<file path="src/rtl/fixed_to_float_pipe_pkg.sv">
`default_nettype none
// ============================================================================
// Module   : fixed_to_float_pipe_pkg
// Purpose  : Shared types and format helpers for the fixed-to-float pipeline.
//            Holds the rounding-mode enum, the IEEE-754 field-width and bias
//            helpers, and the payload struct carried between pipeline stages.
// Ports    : none (package)
// Revision : 1.0 - initial release
// ============================================================================
package fixed_to_float_pipe_pkg;

    typedef enum logic [1:0] {
        RNE = 2'b00,   // round to nearest, ties to even
        RTZ = 2'b01,   // round toward zero
        RUP = 2'b10,   // round toward +infinity
        RDN = 2'b11    // round toward -infinity
    } round_mode_e;

    // Widest mantissa (double) and an exponent wide enough for the unbiased
    // range -DATA_WIDTH-1 .. DATA_WIDTH-1 with DATA_WIDTH up to 64.
    localparam int c_max_mant_w = 52;
    localparam int c_exp_reg_w  = 8;

    function automatic int exp_w(input int precision);
        return (precision == 64) ? 11 : 8;
    endfunction

    function automatic int mant_w(input int precision);
        return (precision == 64) ? 52 : 23;
    endfunction

    function automatic int bias(input int precision);
        return (precision == 64) ? 1023 : 127;
    endfunction

    // Mantissa is right-aligned in the field; upper bits stay zero for single.
    typedef struct packed {
        logic                            sign;
        logic                            zero;
        round_mode_e                     rmode;
        logic signed [c_exp_reg_w-1:0]   exp;
        logic [c_max_mant_w-1:0]         mant;
        logic                            guard;
        logic                            sticky;
    } stage_t;

endpackage
`default_nettype wire

</file>
<file path="src/rtl/fixed_to_float_pipe_if.sv">
`default_nettype none
// ============================================================================
// Module   : fixed_to_float_pipe_if
// Purpose  : Operand-in / result-out handshake bundle of the converter.
// Ports    : in_valid/in_ready       operand handshake
//            op_sign, op_int,        signed-magnitude operand fields
//            op_fract, round_mode    and rounding mode (00 RNE .. 11 RDN)
//            out_valid/out_ready     result handshake
//            result, is_zero,        IEEE-754 encoding and flags
//            inexact
//            modport slave  : the converter
//            modport master : the operand source / result sink
// Revision : 1.0 - initial release
// ============================================================================
interface fixed_to_float_pipe_if #(
    parameter int DATA_WIDTH = 32,
    parameter int PRECISION  = 32
);
    logic                   in_valid;
    logic                   in_ready;
    logic                   op_sign;
    logic [DATA_WIDTH-1:0]  op_int;
    logic [DATA_WIDTH-1:0]  op_fract;
    logic [1:0]             round_mode;
    logic                   out_valid;
    logic                   out_ready;
    logic [PRECISION-1:0]   result;
    logic                   is_zero;
    logic                   inexact;

    modport master (
        output in_valid, op_sign, op_int, op_fract, round_mode, out_ready,
        input  in_ready, out_valid, result, is_zero, inexact
    );

    modport slave (
        input  in_valid, op_sign, op_int, op_fract, round_mode, out_ready,
        output in_ready, out_valid, result, is_zero, inexact
    );
endinterface
`default_nettype wire

</file>
<file path="src/rtl/fixed_to_float_pipe_lzc.sv">
`default_nettype none
// ============================================================================
// Module   : leading_zero_counter
// Purpose  : Combinational binary-tree leading-zero counter.
// Ports    : data      in  WIDTH   vector to scan (MSB first)
//            count     out CNT_W   number of leading zeros (WIDTH if all zero)
//            all_zero  out 1       data == 0
// Revision : 1.0 - initial release
// ============================================================================
module leading_zero_counter #(
    parameter  int WIDTH = 64,
    localparam int CNT_W = $clog2(WIDTH + 1)
) (
    input  logic [WIDTH-1:0] data,
    output logic [CNT_W-1:0] count,
    output logic             all_zero
);
    localparam int c_lvls = $clog2(WIDTH);
    localparam int c_p2   = 1 << c_lvls;

    logic [c_p2-1:0]   w_padded;
    logic              w_any;
    logic [c_lvls-1:0] w_cnt;

    // Pad at the LSB end so the leading-zero count of the real bits is unchanged.
    generate
        if (c_p2 == WIDTH) begin : g_exact
            assign w_padded = data;
        end else begin : g_pad
            assign w_padded = {data, {(c_p2 - WIDTH){1'b0}}};
        end
    endgenerate

    // Node i at level k covers 2^k bits (index 0 = most significant). A node
    // whose left half is empty counts that whole half (bit k-1) plus the right
    // child's count.
    function automatic logic [c_lvls:0] lzc_tree(input logic [c_p2-1:0] x);
        logic              any [0:c_lvls][0:c_p2-1];
        logic [c_lvls-1:0] cnt [0:c_lvls][0:c_p2-1];
        for (int k = 0; k <= c_lvls; k++) begin
            for (int i = 0; i < c_p2; i++) begin
                any[k][i] = 1'b0;
                cnt[k][i] = '0;
            end
        end
        for (int i = 0; i < c_p2; i++) begin
            any[0][i] = x[c_p2-1-i];
        end
        for (int k = 1; k <= c_lvls; k++) begin
            for (int i = 0; i < (c_p2 >> k); i++) begin
                any[k][i] = any[k-1][2*i] | any[k-1][2*i+1];
                if (any[k-1][2*i]) begin
                    cnt[k][i] = cnt[k-1][2*i];
                end else begin
                    cnt[k][i]      = cnt[k-1][2*i+1];
                    cnt[k][i][k-1] = 1'b1;
                end
            end
        end
        return {any[c_lvls][0], cnt[c_lvls][0]};
    endfunction

    assign {w_any, w_cnt} = lzc_tree(w_padded);
    assign all_zero       = !w_any;
    assign count          = all_zero ? CNT_W'(WIDTH) : CNT_W'(w_cnt);

endmodule
`default_nettype wire

</file>
<file path="src/rtl/fixed_to_float_pipe.sv">
`default_nettype none
// ============================================================================
// Module   : fixed_to_float_pipe
// Purpose  : Pipelined signed-magnitude fixed-point (Int.Fract) to IEEE-754
//            single/double converter with selectable rounding, zero and
//            inexact flags. One operand per cycle when not back-pressured.
//            Stages: S1 capture + leading-zero count, S2 normalise,
//            S3 round + pack. LZC_STAGE_SPLIT=0 merges S1 into S2.
// Ports    : clk  in  1   rising-edge clock
//            rst  in  1   synchronous active-high reset
//            bus  slave   operand/result handshake bundle
// Revision : 1.0 - initial release
// ============================================================================
module fixed_to_float_pipe
    import fixed_to_float_pipe_pkg::*;
#(
    parameter int DATA_WIDTH      = 32,
    parameter int PRECISION       = 32,
    parameter int LZC_STAGE_SPLIT = 1
) (
    input  logic                 clk,
    input  logic                 rst,
    fixed_to_float_pipe_if.slave bus
);
    localparam int c_m_w    = 2 * DATA_WIDTH;
    localparam int c_cnt_w  = $clog2(c_m_w + 1);
    localparam int c_mant_w = mant_w(PRECISION);
    localparam int c_exp_w  = exp_w(PRECISION);
    localparam int c_bias   = bias(PRECISION);
    // Normalised magnitude with enough zero padding below it that short
    // operands still yield a full mantissa plus guard bit.
    localparam int c_ext_w  = c_m_w + c_mant_w + 2;

    // ------------------------------------------------------------------
    // Shared stall: the whole pipe freezes while the output is held.
    // ------------------------------------------------------------------
    logic w_stall;
    logic w_en;
    logic w_accept;
    logic r_s3_valid;

    assign w_stall      = r_s3_valid && !bus.out_ready;
    assign w_en         = !w_stall;
    assign w_accept     = bus.in_valid && w_en;
    assign bus.in_ready = w_en;

    // ------------------------------------------------------------------
    // S1: capture + leading-zero count
    // ------------------------------------------------------------------
    logic [c_m_w-1:0]   w_in_m;
    logic [c_cnt_w-1:0] w_in_lzc;
    logic               w_in_zero;
    round_mode_e        w_in_rmode;

    assign w_in_m     = {bus.op_int, bus.op_fract};
    assign w_in_rmode = round_mode_e'(bus.round_mode);

    leading_zero_counter #(
        .WIDTH (c_m_w)
    ) u_lzc (
        .data     (w_in_m),
        .count    (w_in_lzc),
        .all_zero (w_in_zero)
    );

    logic               w_s1_valid;
    logic [c_m_w-1:0]   w_s1_m;
    logic [c_cnt_w-1:0] w_s1_lzc;
    logic               w_s1_zero;
    logic               w_s1_sign;
    round_mode_e        w_s1_rmode;

    generate
        if (LZC_STAGE_SPLIT != 0) begin : g_split
            logic               r_valid;
            logic [c_m_w-1:0]   r_m;
            logic [c_cnt_w-1:0] r_lzc;
            logic               r_zero;
            logic               r_sign;
            round_mode_e        r_rmode;

            always_ff @(posedge clk) begin
                if (rst) begin
                    r_valid <= 1'b0;
                    r_m     <= '0;
                    r_lzc   <= '0;
                    r_zero  <= 1'b0;
                    r_sign  <= 1'b0;
                    r_rmode <= RNE;
                end else if (w_en) begin
                    r_valid <= w_accept;
                    r_m     <= w_in_m;
                    r_lzc   <= w_in_lzc;
                    r_zero  <= w_in_zero;
                    r_sign  <= bus.op_sign;
                    r_rmode <= w_in_rmode;
                end
            end

            assign w_s1_valid = r_valid;
            assign w_s1_m     = r_m;
            assign w_s1_lzc   = r_lzc;
            assign w_s1_zero  = r_zero;
            assign w_s1_sign  = r_sign;
            assign w_s1_rmode = r_rmode;
        end else begin : g_merge
            assign w_s1_valid = w_accept;
            assign w_s1_m     = w_in_m;
            assign w_s1_lzc   = w_in_lzc;
            assign w_s1_zero  = w_in_zero;
            assign w_s1_sign  = bus.op_sign;
            assign w_s1_rmode = w_in_rmode;
        end
    endgenerate

    // ------------------------------------------------------------------
    // S2: normalise. Shifting by L+1 drops the hidden one off the top.
    // ------------------------------------------------------------------
    logic [c_m_w-1:0]   w_shifted;
    logic [c_ext_w-1:0] w_ext;
    stage_t             w_s2_next;
    stage_t             r_s2;
    logic               r_s2_valid;

    always_comb begin
        w_shifted        = w_s1_m << (w_s1_lzc + 1);
        w_ext            = {w_shifted, {(c_mant_w + 2){1'b0}}};
        w_s2_next        = '0;
        w_s2_next.sign   = w_s1_sign;
        w_s2_next.zero   = w_s1_zero;
        w_s2_next.rmode  = w_s1_rmode;
        // Leading one sits at bit (c_m_w-1-L); the binary point is at DATA_WIDTH.
        w_s2_next.exp    = c_exp_reg_w'(DATA_WIDTH - 1 - int'(w_s1_lzc));
        w_s2_next.mant   = c_max_mant_w'(w_ext[c_ext_w-1 -: c_mant_w]);
        w_s2_next.guard  = w_ext[c_ext_w-1-c_mant_w];
        w_s2_next.sticky = |w_ext[c_ext_w-2-c_mant_w:0];
    end

    always_ff @(posedge clk) begin
        if (rst) begin
            r_s2_valid <= 1'b0;
            r_s2       <= '0;
        end else if (w_en) begin
            r_s2_valid <= w_s1_valid;
            r_s2       <= w_s2_next;
        end
    end

    // ------------------------------------------------------------------
    // S3: round + pack
    // ------------------------------------------------------------------
    logic                  w_inc;
    logic [c_max_mant_w:0] w_sum;
    logic                  w_carry;
    logic [c_mant_w-1:0]   w_mant_out;
    logic [c_exp_w-1:0]    w_exp_field;
    logic [PRECISION-1:0]  w_result;
    logic                  w_inexact;

    always_comb begin
        w_inc = 1'b0;
        case (r_s2.rmode)
            RNE:     w_inc = r_s2.guard && (r_s2.sticky || r_s2.mant[0]);
            RTZ:     w_inc = 1'b0;
            RUP:     w_inc = !r_s2.sign && (r_s2.guard || r_s2.sticky);
            RDN:     w_inc = r_s2.sign && (r_s2.guard || r_s2.sticky);
            default: w_inc = 1'b0;
        endcase
    end

    // Anything reaching bit c_mant_w or above is the rounding carry-out; the
    // remaining mantissa bits are then all zero, which is the wrapped value.
    assign w_sum       = {1'b0, r_s2.mant} + {{c_max_mant_w{1'b0}}, w_inc};
    assign w_carry     = |w_sum[c_max_mant_w:c_mant_w];
    assign w_mant_out  = w_sum[c_mant_w-1:0];
    assign w_exp_field = c_exp_w'(int'($signed(r_s2.exp)) + c_bias + (w_carry ? 1 : 0));
    assign w_result    = r_s2.zero ? {r_s2.sign, {(PRECISION - 1){1'b0}}}
                                   : {r_s2.sign, w_exp_field, w_mant_out};
    assign w_inexact   = !r_s2.zero && (r_s2.guard || r_s2.sticky);

    logic [PRECISION-1:0] r_s3_result;
    logic                 r_s3_zero;
    logic                 r_s3_inexact;

    always_ff @(posedge clk) begin
        if (rst) begin
            r_s3_valid   <= 1'b0;
            r_s3_result  <= '0;
            r_s3_zero    <= 1'b0;
            r_s3_inexact <= 1'b0;
        end else if (w_en) begin
            r_s3_valid   <= r_s2_valid;
            r_s3_result  <= w_result;
            r_s3_zero    <= r_s2.zero;
            r_s3_inexact <= w_inexact;
        end
    end

    assign bus.out_valid = r_s3_valid;
    assign bus.result    = r_s3_result;
    assign bus.is_zero   = r_s3_zero;
    assign bus.inexact   = r_s3_inexact;

endmodule
`default_nettype wire
</file>
<file path="src/flat_wrapper.sv">
// flat-port wrapper written by rule: the top's interface ports become plain ports
module fixed_to_float_pipe_flat import fixed_to_float_pipe_pkg::*;
#(
    parameter int DATA_WIDTH      = 32,
    parameter int PRECISION       = 32,
    parameter int LZC_STAGE_SPLIT = 1
)
  (clk, rst, bus_in_valid, bus_op_sign, bus_op_int, bus_op_fract, bus_round_mode, bus_out_ready, bus_in_ready, bus_out_valid, bus_result, bus_is_zero, bus_inexact);
  fixed_to_float_pipe_if #(.DATA_WIDTH(DATA_WIDTH), .PRECISION(PRECISION)) bus_i ();
  input  logic clk;
  input  logic rst;
  input wire logic [$bits(bus_i.in_valid)-1:0] bus_in_valid;
  input wire logic [$bits(bus_i.op_sign)-1:0] bus_op_sign;
  input wire logic [$bits(bus_i.op_int)-1:0] bus_op_int;
  input wire logic [$bits(bus_i.op_fract)-1:0] bus_op_fract;
  input wire logic [$bits(bus_i.round_mode)-1:0] bus_round_mode;
  input wire logic [$bits(bus_i.out_ready)-1:0] bus_out_ready;
  output wire logic [$bits(bus_i.in_ready)-1:0] bus_in_ready;
  output wire logic [$bits(bus_i.out_valid)-1:0] bus_out_valid;
  output wire logic [$bits(bus_i.result)-1:0] bus_result;
  output wire logic [$bits(bus_i.is_zero)-1:0] bus_is_zero;
  output wire logic [$bits(bus_i.inexact)-1:0] bus_inexact;
  assign bus_i.in_valid = bus_in_valid;
  assign bus_i.op_sign = bus_op_sign;
  assign bus_i.op_int = bus_op_int;
  assign bus_i.op_fract = bus_op_fract;
  assign bus_i.round_mode = bus_round_mode;
  assign bus_i.out_ready = bus_out_ready;
  assign bus_in_ready = bus_i.in_ready;
  assign bus_out_valid = bus_i.out_valid;
  assign bus_result = bus_i.result;
  assign bus_is_zero = bus_i.is_zero;
  assign bus_inexact = bus_i.inexact;
  fixed_to_float_pipe #(.DATA_WIDTH(DATA_WIDTH), .PRECISION(PRECISION), .LZC_STAGE_SPLIT(LZC_STAGE_SPLIT)) u_core (.clk(clk), .rst(rst), .bus(bus_i));
endmodule
</file>
<file path="config.mk">
export PLATFORM = sky130hd
export DESIGN_NAME = fixed_to_float_pipe_flat
export DESIGN_NICKNAME = d
export VERILOG_FILES = /design/src/rtl/fixed_to_float_pipe_pkg.sv /design/src/rtl/fixed_to_float_pipe_if.sv /design/src/rtl/fixed_to_float_pipe_lzc.sv /design/src/rtl/fixed_to_float_pipe.sv /design/src/flat_wrapper.sv
export SDC_FILE = /design/constraint.sdc
export NUM_CORES = 1
export LEC_CHECK = 0
export CAP_MARGIN = 20
export CORE_ASPECT_RATIO = 1.25
export CORE_UTILIZATION = 50
export DETAILED_ROUTE_END_ITERATION = 8
export HOLD_SLACK_MARGIN = 0.15
export PLACE_DENSITY = 0.76
export SYNTH_ARGS = -nofsm -noshare
export SYNTH_HDL_FRONTEND = slang
export SYNTH_SLANG_ARGS = --single-unit
</file>
<file path="constraint.sdc">
create_clock -name clk -period 2.7 [get_ports clk]
set_clock_uncertainty 0.05 [all_clocks]
set_input_delay 0.81 -clock clk [delete_from_list [all_inputs] [get_ports clk]]
set_output_delay 0.81 -clock clk [all_outputs]
set_load 0.02 [all_outputs]
</file>
==> metrics.yaml <==
worst_setup_path:
  startpoint_type: "flop"
  cp_max_fo: 4
  path_delay_family: "compound AO/OA/AOI/OAI gates"
  crit_chain: "ha_1 -> nand2_1 -> o21ai_2 -> a2111oi_2 -> a211oi_2 -> nor4bb_1 -> and4_1 -> a32oi_1 -> o32a_1"
  critical_path_class: "flop to flop"
  max_stage_delay_ps: 380
  cp.arrival_ps: 3310
  crit_required_ps: 2980
  critPathBufInv: 0
  cp-end-kind: "flop"
  critPathSlowestCell: "o21ai_2"
synthesis:
  yosysUniqueCellTypes: 70
  synth_top_area_frac: 0.289
  syn_avg_cell_area_um2: 7.92
  synth_area_um2: 10200
  synth-main-ff-cell: "dfxtp_1"
  synth-seq-cells: 148
  yosys-top-cells-area: "dfxtp_1 (29%), mux2i_1 (10%), nand2_1 (9.4%), mux4_2 (8.1%), a21oi_1 (6.4%)"
  synth-edff-count: 0
  synth_fp_nets: 1371
  netlist_instances: 1293
  yosys.area.top_type: "dfxtp_1"
  synth-async-reset-ratio: 0
  yosysSeqAreaShare: 0.289
  yosysWarnings: 0
grt:
  antenna_found_initial: 0
  grt_pass1_wl_um: 59300
  grt_max_degree: 130
  grt_pass1_vias: 11200
  grt_overflow: 0
  gr-usage-all-layers: 0.366
sta:
  hold_viol_final: 0
  min_period_ps: 3030
  fin_ws_ps: -331
  fin_crit_sh: 1.12
  worstMarginPinSlew_ps: 701
  hold_ws_ps: 405
  rsz0062_at_grt: "true"
  slew_viol_final: 0
  maxSlewHeadroom: 0.527
  setup_viol: 18
  max_clock_freq_mhz: 330
floorplan:
  die_x_um: 130
  pin_count: 107
  num_rows: 58
  coreArea_um2: 20100
  die_h_um: 162
  dieArea_um2: 21100
  start_util: 0.510
final_layout:
  num-fill-cells: 1383
  seqCellArea_um2: 2970
  drive_above_1_share: 0.319
  diodes: 0
  area_growth_pct: 49.6
  final_area_um2: 15300
  final_nets: 1693
  multiInputGateArea_um2: 7570
cts:
  tritoncts: "yes"
  cts.path.max_buffers: 2
  cts-root-buf: "clkbuf_16"
  h-tree-depth: 4
  numCtsBuffers: 17
  cts.sinks: 148
  hold_buffers: 0
  clock_latency_ps: 440
  path_clk_slew_ps: 70
drt:
  vias_per_cell: 6.32
  ant_nets: 0
  drtIter0Drc: 1306
  via_count: 12000
  drcViolationCount: 0
  wl_per_cell_um: 22.1
  wl_um: 41900
  dr.pass1.iters: 7
status:
  violations: "negative setup slack"
  status: "complete, but fails checks"
place:
  io_buffers: 106
  dpl.hpwl_um: 26700
  pre_cts_slack_ps: -560
  place.gp.congestion: 0.962
  placed_area_um2: 13500
pwr:
  power_frac_clock: 0.347
  combPwrFrac: 0.304
  p_switching_uw: 2350
  peakVddDrop_uv: 485
  p_int_uw: 4750
  power_frac_seq: 0.349
  power_density_nw_per_um2: 464
  p_leak_uw: 0.00609
  swShare: 0.331
worst_hold_path:
  hp-class: "flop to flop"
run:
  max-cap-violations: 0
## placed cells by master, fill, tap and decap left out, drive strengths merged, types with 5 or more instances in the layout
cell	count
a211oi	20
a21oi	131
a221oi	8
a22o	10
a22oi	33
a32oi	6
and2	5
and3	6
and4	6
buf	294
clkbuf	19
clkdlybuf4s50	98
dfxtp	148
dlymetal6s2s	6
ha	7
inv	29
mux2	11
mux2i	107
mux4	38
nand2	257
nand3	17
nand4	9
nor2	122
nor3	23
nor4	18
o211ai	8
o21ai	48
o21bai	7
o221ai	6
o22ai	11
o2bb2ai	5
o311ai	9
xnor2	21
xor2	15
## Yosys cell counts (4+ instances only)
| cell type | instances |
|---|---|
| o22ai_1 | 11 |
| nand2_1 | 257 |
| buf_4 | 4 |
| a21bo_2 | 4 |
| and3_1 | 6 |
| a22o_1 | 10 |
| a221oi_1 | 8 |
| a2111oi_0 | 4 |
| o211ai_1 | 8 |
| xor2_1 | 13 |
| buf_1 | 8 |
| nand4_1 | 9 |
| o2bb2ai_1 | 5 |
| dfxtp_1 | 148 |
| nor3_1 | 23 |
| nor2b_1 | 4 |
| and2_1 | 5 |
| a32oi_1 | 6 |
| a21oi_1 | 131 |
| mux2_2 | 11 |
| mux2i_1 | 107 |
| nand3_1 | 17 |
| buf_2 | 18 |
| ha_1 | 7 |
| and4_1 | 6 |
| a2bb2oi_1 | 4 |
| o311ai_0 | 9 |
| clkbuf_1 | 65 |
| o21ai_0 | 48 |
| nor2_1 | 121 |
| a22oi_1 | 31 |
| mux4_2 | 37 |
| a211oi_1 | 20 |
| nor4_1 | 18 |
| inv_1 | 19 |
| o21bai_1 | 7 |
| o221ai_1 | 6 |
| xnor2_1 | 21 |
| a21o_1 | 4 |
## state kept, by name, summed over array words and instances (netlist names)
register and cells:
u_core.r_s2_valid 1, u_core.bus.result 32, u_core.g_split.r_rmode 2, u_core.g_split.r_sign 1, u_core.bus.inexact 1, u_core.bus.is_zero 1, u_core.g_split.r_m 64, u_core.g_split.r_zero 1
u_core.bus.out_valid 1, u_core.r_s2 37, u_core.g_split.r_valid 1, u_core.g_split.r_lzc 6
## power groups by stage
stage	registers (µW)	logic [µW]	clock network (µW)
final	2480	2160	2470
after global routing	2490	2270	2560
after detailed placement	2490	1800	0
after floorplan	2490	935	0
after CTS	2450	1920	2470
after global placement	2480	1770	0
## cell families after synthesis
kind of cell    share of synthesized area
buf+inv                            0.0500
simple gates                        0.201
fa+ha+maj                         0.00855
xor+xnor                           0.0333
flops                               0.289
compound gates                      0.218
mux                                 0.201
## stage by stage
stage | instances | setup TNS (ps) | power (µW) | utilization
final | 1898 | -1470 | 7110 | 0.762
after global routing | 1898 | -2300 | 7320 | 0.762
after CTS | 1883 | -540 | 6830 | 0.723
after detailed placement | 1830 | -6590 | 4290 | 0.670
after global placement | 1830 | -3960 | 4250 | 0.670
after floorplan | 1293 | 0 | 3430 | -
## timing repair
item | in CTS | in global routing
pin swaps | 8 | 28
gates cloned | 3 | 3
resized for setup | 61 | 134
setup buffers | 19 | 12
endpoints found under the setup margin | 22 | 36
## layout make-up
cell class / count / area share
clock buffers: 17 / 0.0278
clock inverters: 15 / 0.0119
inverters: 21 / 0.00514
multi-input cells: 1025 / 0.494
flip-flops and latches: 148 / 0.194
well taps: 270 / 0.0220
repair buffers: 402 / 0.245
## worst paths after layout
path	start	end	slack (ps)	depth (start not counted)
worst max-delay path	u_core.g_split.r_lzc[5]	u_core.r_s2[0]	-330	9
worst min-delay path	u_core.bus.is_zero	u_core.bus.is_zero	400	2
worst max register to register	u_core.g_split.r_lzc[5]	u_core.r_s2[0]	-330	9
worst min register to register	u_core.bus.is_zero	u_core.bus.is_zero	400	2
## routing by layer
| metal | vias up | global-route usage | wire [µm] |
|---|---|---|---|
| met5 | - | 0 | 0 |
| met4 | 0 | 0.239 | 3630 |
| met3 | 273 | 0.0576 | 3470 |
| met2 | 769 | 0.629 | 20200 |
| met1 | 5584 | 0.416 | 14600 |
| li1 | 5376 | - | - |
## worst reg2reg max path: stages (launching register included)
cell	delay (ps)
dfxtp_1	370
ha_1	300
nand2_1	370
o21ai_2	390
a2111oi_2	110
a211oi_2	290
nor4bb_1	290
and4_1	290
a32oi_1	120
o32a_1	340
(Power assumes the default switching activity.)
